[config.mk]
export PLATFORM = sky130hd
export DESIGN_NAME = dac_test_pattern_gen
export DESIGN_NICKNAME = d
export VERILOG_FILES = /design/src/rtl/dac_test_pattern_gen.sv
export SDC_FILE = /design/constraint.sdc
export NUM_CORES = 1
export LEC_CHECK = 0
export BUFFER_PORTS_ARGS = -buffer_cell sky130_fd_sc_hd__clkbuf_2
export CAP_MARGIN = 10
export CORE_MARGIN = 1.5
export CORE_UTILIZATION = 63
export CTS_BUF_LIST = sky130_fd_sc_hd__clkbuf_8
export DETAILED_ROUTE_END_ITERATION = 8
export PLACE_DENSITY = 0.89
export SYNTH_ARGS = -nofsm -noshare
export SYNTH_HDL_FRONTEND = slang
export SYNTH_SLANG_ARGS = --single-unit
[constraint.sdc]
create_clock -name clk27 -period 2.4 [get_ports clk27]
set_clock_uncertainty 0.2 [all_clocks]
set_input_delay 0.36 -clock clk27 [delete_from_list [all_inputs] [get_ports clk27]]
set_output_delay 0.36 -clock clk27 [all_outputs]
set_load 0.05 [all_outputs]
[src/rtl/dac_test_pattern_gen.sv]
// DAC test pattern generator: programmable-rate sawtooth, triangle, square,
// staircase and constant patterns for exercising a video DAC. A step divider
// paces the waveform; each step produces a one-cycle sample_strobe with a new
// registered sample value.
module dac_test_pattern_gen #(
   parameter int DIV_W = 16
) (
   input  logic       clk27,
   input  logic       rst_n,
   input  logic       cfg_we,
   input  logic [1:0] cfg_addr,
   input  logic [7:0] cfg_wdata,
   output logic [7:0] sample,
   output logic       sample_strobe
);

   // Register map
   localparam logic [1:0] ADDR_MODE   = 2'd0;
   localparam logic [1:0] ADDR_DIV_LO = 2'd1;
   localparam logic [1:0] ADDR_DIV_HI = 2'd2;
   localparam logic [1:0] ADDR_LEVEL  = 2'd3;

   // Waveform modes; codes 5-7 produce a constant zero
   localparam logic [2:0] MODE_SAW    = 3'd0;
   localparam logic [2:0] MODE_TRI    = 3'd1;
   localparam logic [2:0] MODE_SQUARE = 3'd2;
   localparam logic [2:0] MODE_STAIR  = 3'd3;
   localparam logic [2:0] MODE_CONST  = 3'd4;

   // Byte-addressed view of the divider, wide enough for both write bytes
   localparam int EXT_W = (DIV_W > 16) ? DIV_W : 16;

   typedef enum logic {
      DIR_UP   = 1'b0,
      DIR_DOWN = 1'b1
   } dir_e;

   logic [2:0]       mode_q, mode_d;
   logic [DIV_W-1:0] div_q, div_d;
   logic [DIV_W-1:0] div_active_q, div_active_d;
   logic [DIV_W-1:0] cnt_q, cnt_d;
   logic [7:0]       level_q, level_d;
   logic [7:0]       ph_q, ph_d;
   dir_e             dir_q, dir_d;
   logic [7:0]       sample_q, sample_d;
   logic             strobe_q, strobe_d;

   logic [7:0]       ph_adv;
   dir_e             dir_adv;
   logic [7:0]       wave_val;
   logic [EXT_W-1:0] div_ext;
   logic             mode_wr;
   logic             reload;

   // Next phase/direction for one waveform step and the sample it produces
   always_comb begin
      // NOTE: every combinational output gets a default first so no path leaves it unassigned (no latch).
      ph_adv   = ph_q + 8'd1;
      dir_adv  = dir_q;
      wave_val = 8'd0;

      if (mode_q == MODE_TRI) begin
         if (dir_q == DIR_UP) begin
            if (ph_q == 8'hFF) begin
               ph_adv  = 8'hFE;
               dir_adv = DIR_DOWN;
            end
         end else begin
            if (ph_q == 8'h00) begin
               ph_adv  = 8'h01;
               dir_adv = DIR_UP;
            end else begin
               ph_adv  = ph_q - 8'd1;
            end
         end
      end

      case (mode_q)
         MODE_SAW,
         MODE_TRI:    wave_val = ph_adv;
         MODE_SQUARE: wave_val = ph_adv[7] ? 8'd0 : level_q;
         MODE_STAIR:  wave_val = 8'(ph_adv[7:5]) * 8'd36;
         MODE_CONST:  wave_val = level_q;
         default:     wave_val = 8'd0;
      endcase
   end

   // Divider, restart, waveform advance and register-write next state
   always_comb begin
      mode_d       = mode_q;
      div_d        = div_q;
      div_active_d = div_active_q;
      cnt_d        = cnt_q;
      level_d      = level_q;
      ph_d         = ph_q;
      dir_d        = dir_q;
      sample_d     = sample_q;
      strobe_d     = 1'b0;
      div_ext      = EXT_W'(div_q);

      mode_wr = cfg_we && (cfg_addr == ADDR_MODE);
      reload  = (cnt_q == div_active_q);

      // A mode write restarts the pattern and takes precedence over a step
      if (mode_wr) begin
         mode_d       = cfg_wdata[2:0];
         cnt_d        = '0;
         div_active_d = div_q;
         ph_d         = 8'd0;
         dir_d        = DIR_UP;
         sample_d     = 8'd0;
      end else if (reload) begin
         // New divider values only take effect here, at a period boundary
         cnt_d        = '0;
         div_active_d = div_q;
         ph_d         = ph_adv;
         dir_d        = dir_adv;
         sample_d     = wave_val;
         strobe_d     = 1'b1;
      end else begin
         cnt_d        = cnt_q + DIV_W'(1);
      end

      if (cfg_we) begin
         case (cfg_addr)
            ADDR_DIV_LO: begin
               div_ext[7:0] = cfg_wdata;
               div_d        = div_ext[DIV_W-1:0];
            end
            ADDR_DIV_HI: begin
               div_ext[15:8] = cfg_wdata;
               div_d         = div_ext[DIV_W-1:0];
            end
            ADDR_LEVEL:  level_d = cfg_wdata;
            default:     ;
         endcase
      end
   end

   // State and output registers
   always_ff @(posedge clk27 or negedge rst_n) begin
      if (!rst_n) begin
         mode_q       <= MODE_SAW;
         div_q        <= '0;
         div_active_q <= '0;
         cnt_q        <= '0;
         level_q      <= 8'hFF;
         ph_q         <= 8'd0;
         dir_q        <= DIR_UP;
         sample_q     <= 8'd0;
         strobe_q     <= 1'b0;
      end else begin
         // NOTE: non-blocking assignments so every register samples the pre-edge state.
         mode_q       <= mode_d;
         div_q        <= div_d;
         div_active_q <= div_active_d;
         cnt_q        <= cnt_d;
         level_q      <= level_d;
         ph_q         <= ph_d;
         dir_q        <= dir_d;
         sample_q     <= sample_d;
         strobe_q     <= strobe_d;
      end
   end

   assign sample        = sample_q;
   assign sample_strobe = strobe_q;

endmodule

# Word level (Yosys, flattened, before mapping)
# Cells that the tools add are included.
# W data, S select, Z words.
[word_totals] regBits=77 in_bits=13 out_inout_bits=9 word_cells=59
[classes] n_addsub=3 multipliers=1 eq_ne=9 n_mux=23 bitwise_logic=2 reduce_logical=11
[ops] op="$mux W8" count=9
[ops] op="$mux W16" count=4
[ops] op="$pmux W16 S2" count=1
[ops] op="$pmux W8 S4" count=1
[ops] op="$add A16 B1 Y16 const B" count=1
[ops] op="$eq A16 B16 Y1" count=1
[ops] op="$add A8 B1 Y8 const B" count=1
[ops] op="$eq A8 B8 Y1 const B" count=1
[ops] op="$logic_not A8 Y1" count=1
[ops] op="$mux W1" count=8
[ops] op="$sub A8 B1 Y8 const B" count=1
[ops] op="$eq A3 B2 Y1 const B" count=2
[ops] op="$mul A3 B4 Y6 const B" count=1
[ops] op="$reduce_and A3 Y1" count=2
[ops] op="$eq A2 B2 Y1 const B" count=2
[ops] op="$reduce_and A2 Y1" count=2
[ops] op="$reduce_bool A2 Y1" count=2
[ops] op="$eq A3 B1 Y1 const B" count=1
[ops] op="$eq A3 B3 Y1 const B" count=1
[ops] op="$logic_not A3 Y1" count=1
[ops] op="$eq A2 B1 Y1 const B" count=1
[ops] op="$logic_not A2 Y1" count=1
[ops] op="$not A1 Y1" count=2
[ops] op="$reduce_or A2 Y1" count=1
[ops] op="$logic_and A1 B1 Y1" count=1

# Longest topological paths before layout
[logic_depth] word_depth=8 depth_mapped=9 depth_no_buf=8

# Least setup slack after synthesis
# No wires, ideal clock.
[synth_timing] kind="reg-to-reg" start="register ph_q[0]" end="register sample_q[5], in the netlist sample[5]" setup_time_ps=119 arrival_ps=1819 required_ps=2081 path_slack_ps=262 path_stages_with_launch=8 n_path_buf=0 synth_period_minus_slack_ps=2138 path_cell_list="dfrtp_1 -> ha_1 -> nand3_1 -> nor2_1 -> o21ai_1 -> a22oi_1 -> a32oi_1 -> a21bo_1"
[synth_via] elab_chain_len=8 elab_cells_between_ends=13 classes_between="2 x add/sub; 1 x mul; 1 x eq/ne; 8 x mux; 1 x reduce/logical"
[synth_lines] element="start, declared" line="43" text="logic [7:0] ph_q, ph_d;"
[synth_lines] element="start signal, assigned" line="159" text="ph_q <= ph_d;"
[synth_lines] element="$add A8 B1 Y8 (tied with other cells)" line="58" text="ph_adv = ph_q + 8'd1;"
[synth_lines] element="$mux W8, on equally long branches" line="64, 69"
[synth_lines] element="$mux W8" line="63" text="if (dir_q == DIR_UP) begin"
[synth_lines] element="$mux W8 *" line="62" text="if (mode_q == MODE_TRI) begin"
[synth_lines] element="$mul A3 B4 Y6 / $mux W8 (equally long branches)" line="82, 81"
[synth_lines] element="$pmux W8 S4 *" line="78" text="case (mode_q)"
[synth_lines] element="$mux W8 *" line="112" text="end else if (reload) begin"
[synth_lines] element="$mux W8 *" line="105" text="if (mode_wr) begin"
[synth_lines] element="end signal, assigned" line="161" text="sample_q <= sample_d;"
[synth_lines] element="end, declared" line="45" text="logic [7:0] sample_q, sample_d;"
# Every way passes the cells marked *; elsewhere a longest branch is shown, timed or not. The select of a mux whose other input is x is not followed.
# A chain may end at the register's enable or synchronous reset.

# Worst setup path after layout
[layout_timing] start="register ph_q[3]" end="register sample_q[7], in the netlist sample[7]"
# The elaborated chain is that of the path after synthesis.

==> metrics.txt <==
Syn. warnings=0; syn nets=about 400; antenna-violating nets left=0; register area=around 0.0019 sq mm; dpl hpwl=approximately 6400 um; Fin Setup TNS=0 ps; #FFs+latches synth=77; total of max-cap violations=0; status=completed; Post-Place Cells=464; Min Clock Period, post-route=2320 ps; Die Ht=between 80 and 90 um; largest area contributor in the netlist=dfrtp_1; total core area=0.00596 sq mm; Synth top area share=44.1%; Tot GR Track Use=roughly 30%; Routed WL=8980 um; cells after synthesis=378; Max H-tree Level=3; HP Class=input pin to flip-flop; Clock transition at path regs=80 ps; Max Slew Vio Count=0; CP Class=flip-flop to flip-flop; critical path endpoint=sample[7]$_DFFE_PN0P_; drt first pass iters=5; Iter 0 DRT Violations=between 200 and 300; total clock sinks=slightly below 80; WP data required=2490 ps; post-synthesis sequential area ratio=approximately 50%; fmax=430 MHz; Final nets=420; Rows=28; Post-synth EDFFs=0; FF-to-FF path depth=5; share of cells above drive strength 1=a little under a quarter; DR DRC count=0; vias in the first global route=2897; Worst Max-Slew Pin Slew=575 ps; Area Overhead vs Synth=11.6%; Ports=22; placer congestion estimate=1.06; Synth Flop Type=dfrtp_1; Finish-stage setup viols=0; Die ar.=0.00669 sq mm; power per cell area=744 mW/mm^2; cts bufs inserted=9; initial antenna violation count=0; area post-placement=0.00409 sq mm; Startpoint Class=flip-flop; Synth area leaders=dfrtp_1 (44%), mux2_2 (7.5%), nand2_1 (6.1%); worst flop-to-flop path startpoint=ph_q[3]$_DFFE_PN0P_; Non-Filler Instances=483; reg-to-reg critical path endpoint=sample[7]$_DFFE_PN0P_; Static Leak=2.11 nW; Worst EP arrival=2420 ps; clock root cell=clkbuf_8; RSZ-0062 raised after global routing=false; CP Capture Type=flip-flop; synth unique cells=56; Initial Util=~66%; Critical path buffers and inverters=0; global route overflow=0; Antenna Diode Count=0; Final Cycle Share=96.8%; Port Buffers=21; largest net degree at the start of global routing=44; slowest cell delay on critical path=~560 ps; FF-to-FF setup slack=roughly 76 ps; global-route wire length before repair=14500 um; critical path's slowest cell=dfrtp_1; worst-path maximum fanout=9; via count=approximately 3000; TritonCTS clock tree=built; Die W=81.8 um; area of the multi-input gates=0.00187 sq mm; Via-to-Cell Ratio=6.22; filler cell count=between 300 and 400; clk buf depth=2; post-DR wirelength/cell=18.6 um; Syn Area/Cell=approximately 10 sq um; Finished Cell Area=0.00437 sq mm; Synth Cell Area=0.00391 sq mm; critical path startpoint=ph_q[3]$_DFFE_PN0P_; Clock Latency Late Sink=360 ps; peak supply drop=0.586 mV; cell count along the critical path=5; Max-Slew Margin vs Limit=approximately three fifths; delay-heaviest family, CP=compound AO/OA/AOI/OAI gates; critical path cell sequence=and4_1 > a21boi_0 > o41ai_2 > and3_4 > a221o_1; final hold violation count=0; asr flop ratio synth=100%
==> where the power goes <==
part | switching (W) | internal (W) | leakage [nW]
registers | 0.000183 | 0.00152 | 0.973
clock network | 0.000467 | 0.000498 | 0.105
logic | 0.000312 | 0.000271 | 1.04
total | 0.000962 | 0.00229 | 2.11
==> metal layers <==
| layer | routed length [um] | GRT usage (%) | up-vias | share of wire [%] |
|---|---|---|---|---|
| met1 | 3970 | 43.0 | 1490 | 44 |
| met2 | 4330 | 44.6 | 132 | 48 |
| li1 | - | - | 1364 | - |
| met3 | 506 | 5.11 | 20 | 5.6 |
| met4 | 176 | 12.2 | 0 | 2.0 |
| met5 | 0 | 0 | - | 0 |
==> what timing repair did <==
action,in CTS,in global routing
buffers inserted,0,2
gates resized for setup,0,12
hold buffers,1,0
endpoints found under the hold margin,26,0
endpoints found under the setup margin,0,42
==> cell type report <==
cell class,instances,share of cell area [%]
timing repair buffer,34,5.59
tap,75,2.15
clock buffer,10,3.15
clock inverter,6,1.26
inverter,5,0.545
multi-input combinational,276,42.8
sequential,77,44.5
==> flip-flops by register name (all words and copies together) (netlist names) <==
register / flops
cnt_q: 16
dir_q: 1
div_active_q: 16
div_q: 16
level_q: 8
mode_q: 3
ph_q: 8
sample: 8
sample_strobe: 1
==> how the worst min path moves through the flow <==
stage | startpoint | endpoint | cells after the start
2_1_floorplan | rst_n | cnt_q[0]$_DFF_PN0_ | 0
3_3_place_gp | rst_n | div_q[3]$_DFFE_PN0P_ | 1
3_5_place_dp | rst_n | div_q[5]$_DFFE_PN0P_ | 1
4_1_cts | cfg_wdata[4] | div_q[4]$_DFFE_PN0P_ | 2
5_1_grt | cfg_wdata[4] | div_q[4]$_DFFE_PN0P_ | 2
6_report | cfg_wdata[4] | div_q[4]$_DFFE_PN0P_ | 2
==> synth_stat cells, drive strengths merged (3+ instances only) <==
cell type and n:
a211oi 3, a21oi 8, a221o 3, a311oi 3, a32oi 3, and2 4, and3 11, buf 15
clkbuf 5, dfrtp 69, dfstp 8, ha 4, inv 4, mux2 26, mux2i 6, nand2 64
nand3 9, nor2 30, nor2b 4, nor3 8, nor3b 6, nor4 5, o211ai 3, o21ai 12
o22ai 3, xnor2 9, xor2 26
==> placed cells by master (no fill, tap or decap), types with 6 or more instances in the layout <==
cell	netlist	final
xor2_1	26	26
inv_1	4	6
mux2i_1	6	6
and3_1	10	10
nor2_1	30	30
mux2_2	26	26
dfstp_2	8	8
a21oi_1	8	8
clkbuf_8	0	10
o21ai_0	8	8
nand2_1	64	64
dfrtp_1	69	66
nor3_1	8	7
buf_4	1	8
xnor2_1	9	9
nand3_1	9	9
clkbuf_2	0	20
==> logic make-up (layout without fill, tap and decap cells) <==
family	after synthesis	after routing	share of synthesized area [%]
adders and majority gates	4	4	1.28
AOI/OAI and AO/OA	51	51	9.24
buffers and inverters	25	55	3.55
muxes	32	32	9.02
DFF	77	77	49.5
and+or+nand+nor	154	154	19.6
xor gates and xnor gates	35	35	7.84
==> through the flow <==
stage	hold slack, ps	setup slack, ps	util [%]	power [W]
2_1_floorplan	-136	262	-	0.00206
3_3_place_gp	132	104	68.6	0.00222
3_5_place_dp	138	121	68.6	0.00228
4_1_cts	74.2	48.6	72.0	0.00324
5_1_grt	86.3	8.99	73.3	0.00339
6_report	81.6	75.6	73.3	0.00325
Power figures use the tool's default switching activity.
